<file path="config.mk">
export PLATFORM = sky130hd
export DESIGN_NAME = systolic_weight_loader
export DESIGN_NICKNAME = d
export VERILOG_FILES = /design/src/rtl/systolic_pkg.sv /design/src/rtl/systolic_weight_buf.sv /design/src/rtl/systolic_weight_loader.sv
export SDC_FILE = /design/constraint.sdc
export NUM_CORES = 1
export LEC_CHECK = 0
export CELL_PAD_IN_SITES_DETAIL_PLACEMENT = 0
export CELL_PAD_IN_SITES_GLOBAL_PLACEMENT = 2
export CORE_MARGIN = 2
export CORE_UTILIZATION = 40
export DETAILED_ROUTE_END_ITERATION = 10
export GPL_ROUTABILITY_DRIVEN = 0
export GPL_TIMING_DRIVEN = 1
export PLACE_DENSITY_LB_ADDON = 0.1
export SLEW_MARGIN = 20
export SYNTH_ARGS = -nofsm -noshare
export SYNTH_HDL_FRONTEND = slang
export SYNTH_SLANG_ARGS = --single-unit
</file>
<file path="constraint.sdc">
create_clock -name clk -period 6.2 [get_ports clk]
set_input_delay 1.24 -clock clk [delete_from_list [all_inputs] [get_ports clk]]
set_output_delay 1.24 -clock clk [all_outputs]
set_load 0.02 [all_outputs]
</file>
<file path="src/rtl/systolic_pkg.sv">
// systolic_pkg - shared constants and types for the systolic array and its weight loader.
// Rev 1.0 - initial release.
`default_nettype none

package systolic_pkg;

  localparam int unsigned c_DATA_SIZE = 32;
  localparam int unsigned c_ROWS      = 4;
  localparam int unsigned c_COLS      = 4;

  typedef enum logic [1:0] {
    FILL = 2'd0,
    LOAD = 2'd1,
    DONE = 2'd2
  } wl_state_t;

  // Index width for an n-entry structure; never below one bit.
  function automatic int unsigned idx_width(input int unsigned n);
    return (n > 1) ? $clog2(n) : 1;
  endfunction

endpackage

`default_nettype wire

</file>
<file path="src/rtl/systolic_weight_buf.sv">
// systolic_weight_buf - ROWS-deep row-vector register file, one write port, one combinational read port.
// Rev 1.0 - initial release.
`default_nettype none

module systolic_weight_buf
  import systolic_pkg::*;
#(
  parameter int DATA_SIZE = c_DATA_SIZE,
  parameter int ROWS      = c_ROWS,
  parameter int COLS      = c_COLS,
  localparam int IW       = idx_width(ROWS)
) (
  input  logic                      clk,
  input  logic                      i_we,
  input  logic [IW-1:0]             i_widx,
  input  logic [COLS*DATA_SIZE-1:0] i_wdata,
  input  logic [IW-1:0]             i_ridx,
  output logic [COLS*DATA_SIZE-1:0] o_rdata
);

  // Contents are intentionally not reset; a tile is always fully rewritten before a burst.
  logic [COLS*DATA_SIZE-1:0] r_mem [ROWS];

  always_ff @(posedge clk) begin
    if (i_we) begin
      r_mem[i_widx] <= i_wdata;
    end
  end

  assign o_rdata = r_mem[i_ridx];

endmodule

`default_nettype wire

</file>
<file path="src/rtl/systolic_weight_loader.sv">
// systolic_weight_loader - buffers a ROWS x COLS weight tile, then bursts it into the PE array in reverse row order.
// Rev 1.0 - initial release.
`default_nettype none

module systolic_weight_loader
  import systolic_pkg::*;
#(
  parameter int DATA_SIZE = c_DATA_SIZE,
  parameter int ROWS      = c_ROWS,
  parameter int COLS      = c_COLS
) (
  input  logic                      clk,
  input  logic                      reset,
  input  logic                      w_valid,
  output logic                      w_ready,
  input  logic [COLS*DATA_SIZE-1:0] w_data,
  output logic [ROWS-1:0]           ld_weight,
  output logic [COLS*DATA_SIZE-1:0] col_sum,
  output logic                      array_en,
  output logic                      busy,
  output logic                      load_done
);

  localparam int            IW     = idx_width(ROWS);
  localparam logic [IW-1:0] c_LAST = IW'(ROWS - 1);

  wl_state_t                 r_state;
  wl_state_t                 w_state_nxt;
  logic [IW-1:0]             r_widx;
  logic [IW-1:0]             r_bcnt;
  logic [IW-1:0]             w_ridx;
  logic                      r_w_ready;
  logic                      w_wr;
  logic [COLS*DATA_SIZE-1:0] w_rdata;

  assign w_wr    = w_valid && r_w_ready;
  assign w_ready = r_w_ready;
  // Last buffered row goes out first so row r ends up latching buf[r].
  assign w_ridx  = c_LAST - r_bcnt;

  systolic_weight_buf #(
    .DATA_SIZE (DATA_SIZE),
    .ROWS      (ROWS),
    .COLS      (COLS)
  ) u_buf (
    .clk     (clk),
    .i_we    (w_wr),
    .i_widx  (r_widx),
    .i_wdata (w_data),
    .i_ridx  (w_ridx),
    .o_rdata (w_rdata)
  );

  always_ff @(posedge clk) begin
    if (!reset) begin
      r_state <= FILL;
    end else begin
      r_state <= w_state_nxt;
    end
  end

  always_comb begin
    w_state_nxt = r_state;
    ld_weight   = '0;
    col_sum     = '0;
    array_en    = 1'b0;
    load_done   = 1'b0;
    busy        = (r_state != FILL) || (r_widx != '0);
    case (r_state)
      FILL: begin
        if (w_wr && (r_widx == c_LAST)) begin
          w_state_nxt = LOAD;
        end
      end
      LOAD: begin
        ld_weight = '1;
        col_sum   = w_rdata;
        array_en  = 1'b1;
        if (r_bcnt == c_LAST) begin
          w_state_nxt = DONE;
        end
      end
      DONE: begin
        load_done   = 1'b1;
        w_state_nxt = FILL;
      end
      default: begin
        w_state_nxt = FILL;
      end
    endcase
  end

  // w_ready is registered from the next state so it stays low through the reset cycle.
  always_ff @(posedge clk) begin
    if (!reset) begin
      r_widx    <= '0;
      r_bcnt    <= '0;
      r_w_ready <= 1'b0;
    end else begin
      r_w_ready <= (w_state_nxt == FILL);
      if (w_wr) begin
        r_widx <= (r_widx == c_LAST) ? '0 : r_widx + 1'b1;
      end
      if (r_state == LOAD) begin
        r_bcnt <= (r_bcnt == c_LAST) ? '0 : r_bcnt + 1'b1;
      end
    end
  end

endmodule

`default_nettype wire

</file>
==> metrics.csv <==
stage,metric,value,unit
outcome,status,completed,
cts,Clock transition at path regs,0.06,ns
cts,clock insertion delay at the later pin of the skew report,0.58,ns
power,total power,7.193,mW
cts,hold_buf cts,0,
setup_path,CP max stage delay,0.65,ns
drt,drt first pass iters,4,
cts,Resize count post-CTS,0,
synthesis,Ys Warns,0,
setup_path,critical path class,flop to output port,
floorplanning,Chip Height,229.2,µm
place,IO buf count,266,
drt,vias per cell,4.919,
timing,Fin. Hold Viols,0,
timing,fin crit share,79.10,%
global_routing,first-pass GRT wire length,62300,µm
floorplanning,Die Wd,229.2,µm
setup_path,Worst path slowest cell,clkdlybuf4s50_1,
job,Max-Cap Viols,0,
cells_and_area,Final Core Density,50.38,%
timing,clk_skew,0.01118,ns
floorplanning,core box area,50070,µm²
cts,clock root buffer,clkbuf_16,
synthesis,"flops & latches, synth",519,
cts,H-tree level count,2,
timing,Slew HR,27.90,%
hold_path,type of the tightest min-delay check,flop to flop,
setup_path,crit path max fanout,77,
synthesis,Post-Syn Area,20290,µm²
drt,total wire length,42030,µm
cts,postcts setup bufs,0,
synthesis,XOR/XNOR share of the synthesized area,0,%
timing,final worst path period need,4.904,ns
global_routing,largest net degree at the start of global routing,78,
timing,Slew @ Worst Pin,1.081,ns
drt,antenna-violating nets left,0,
synthesis,library cells used by synthesis,25,
cts,CTS Buf Count,55,
power,VDD IR max,0.0002112,V
synthesis,compound-gate portion of the synthesized area,7.134,%
timing,Fin Setup TNS,0,ns
setup_path,CP cell instances,nor2b_4 -> nand2_8 -> buf_4 -> o22ai_2 -> clkdlybuf4s50_1,
synthesis,largest family of logic cells by synthesized area,multiplexers,
setup_path,worst path required time,4.96,ns
cts,CTS tree,built,
synthesis,ys flop type,edfxtp_1,
timing,RSZ-0062 raised after global routing,no,
power,Cell Pwr Density,285.1,nW/µm²
cts,Sink Count,519,
drt,vias,9793,
synthesis,Syn Inst Count,1000,
cells_and_area,layout cells sized above 1,15.10,%
global_routing,GRT Overall Usage,15.73,%
timing,setup violators final,0,
synthesis,share of flip-flops with an asynchronous set or reset,0,%
synthesis,post-synthesis mux area share,12.83,%
synthesis,Avg Inst Size Synth,20.29,µm²
cells_and_area,layout net count,1413,
synthesis,post-synthesis adder-cell area fraction,0.3083,%
timing,Fmax,203.9,MHz
cts,Max Buffers Root-to-Sink,3,
drt,DRC,0,
setup_path,arrival time worst endpoint,3.66,ns
drt,DRT iter0 DRCs,463,
power,leakage power,7.489,nW
global_routing,number of global-route vias before repair,9943,
synthesis,sequential share of the synthesized area,76.46,%
synthesis,Post-synth EDFFs,512,
synthesis,syn_nets,1136,
setup_path,worst path bufs/invs,2,
global_routing,initial antenna violation count,5,
place,hpwl dp,24140,µm
global_routing,GRT overflow,0,
floorplanning,boundary pin count,267,
setup_path,CP endpoint kind,output port,
cells_and_area,synth-to-layout area growth,24.33,%
cells_and_area,fillcell total,4171,
floorplanning,row count,82,
drt,Avg WL per Cell,21.11,µm
floorplanning,Initial Utilization,40.53,%
synthesis,simple logic cell fraction of the synthesized area,0.6783,%
timing,fin. max-slew vios,0,
setup_path,"Largest delay share family, worst path",buffers and inverters,
setup_path,type of origin of the critical path,flop,
floorplanning,Die Area,52540,µm²
==> final cells by class <==
cell class              count  area [µm²]  area share [%]
clock buffers              68        1468           5.818
clock inverters            30       211.5          0.8382
well taps                 672       840.8           3.333
repair buffers            282        2895           11.48
inverters                   3       11.26         0.04464
multi-input cells         416        4279           16.96
flip-flops and latches    519       15520           61.52
diodes                      1       2.502        0.009920
==> where the power goes <==
group / leakage (nW) / total (mW) / switching [mW] / internal, mW
clock: 0.821 / 3.05 / 1.27 / 1.79
combinational: 1.96 / 0.194 / 0.101 / 0.0933
sequential: 4.71 / 3.95 / 0.0151 / 3.93
==> registers in the layout, indices dropped and copies added, names as in the netlist <==
signal / flops
u_buf.r_mem: 512
r_bcnt: 2
r_state: 2
r_widx: 2
w_ready: 1
==> layout by cell type (no fill, tap or decap), drive strengths merged <==
cell type and instances:
dfxtp 7, nand3 1, clkinv 25, bufinv 3
mux2i 260, nor2 4, edfxtp 512, and2b 1
buf 16, and3 5, nor3b 1, clkinvlp 2
a21boi 1, diode 1, ha 5, clkdlybuf4s50 266
nand2 4, nor2b 4, o21a 1, inv 3
clkbuf 68, nand2b 1, o22ai 128
==> cells by family after synthesis <==
logic type,after synthesis
AO/OA/AOI/OAI,130
adder cells (fa/ha/maj),5
buffers and inverters,65
flip-flops,519
multiplexers,260
AND/OR/NAND/NOR,21
==> path summary, 6_finish.rpt <==
check	start	end	slack [ns]	depth (start not counted)
setup reg to reg	r_widx[0]	u_buf.r_mem[0][69]	4.02	4
hold / removal	r_widx[1]	r_widx[1]	0.52	2
hold reg to reg	r_widx[1]	r_widx[1]	0.52	2
setup / recovery	r_state[0]	col_sum[14]	1.30	5
==> metrics by stage <==
stage / instances / worst slack (ns) / hold WS (ns) / area (µm²)
floorplan: 1000 / 1.361 / 0.4764 / 20290
global placement: 1892 / 1.978 / 0.5050 / 23550
detailed placement: 1892 / 1.932 / 0.5094 / 23550
CTS: 1990 / 1.274 / 0.5207 / 25220
global route: 1990 / 1.111 / 0.5479 / 25220
finish: 1991 / 1.296 / 0.5220 / 25230
==> synthesized netlist by cell type, types with 2 or more instances <==
| cell | instances | area [µm²] |
|---|---|---|
| edfxtp_1 | 512 | 15370 |
| ha_1 | 5 | 62.56 |
| buf_8 | 9 | 135.1 |
| buf_2 | 28 | 140.1 |
| buf_6 | 7 | 78.83 |
| nand2_1 | 3 | 11.26 |
| o22ai_2 | 101 | 1264 |
| dfxtp_1 | 7 | 140.1 |
| o22ai_1 | 27 | 168.9 |
| mux2i_1 | 260 | 2603 |
| buf_12 | 2 | 40.04 |
| buf_4 | 16 | 120.1 |
| and3_1 | 4 | 25.02 |
| nor2_1 | 4 | 15.01 |
| nor2b_1 | 3 | 18.77 |
| inv_1 | 3 | 11.26 |
==> per-layer routing <==
metal | up-vias | global-route usage (%) | part of all wire (%)
met3 | 72 | 4.644 | 6.7
met2 | 219 | 25.52 | 48
met1 | 4883 | 20.37 | 43
met4 | 8 | 5.012 | 2.1
met5 | - | 0 | 0.14
li1 | 4611 | - | -
==> worst min-delay path: cells and delay by family, from the launching register on <==
family           cells  cell delay [ns]
AND/OR/NAND/NOR      1             0.06
flip-flops           1             0.34
AO/OA/AOI/OAI        1             0.07
Note: power is estimated with default switching activity, not from simulation.
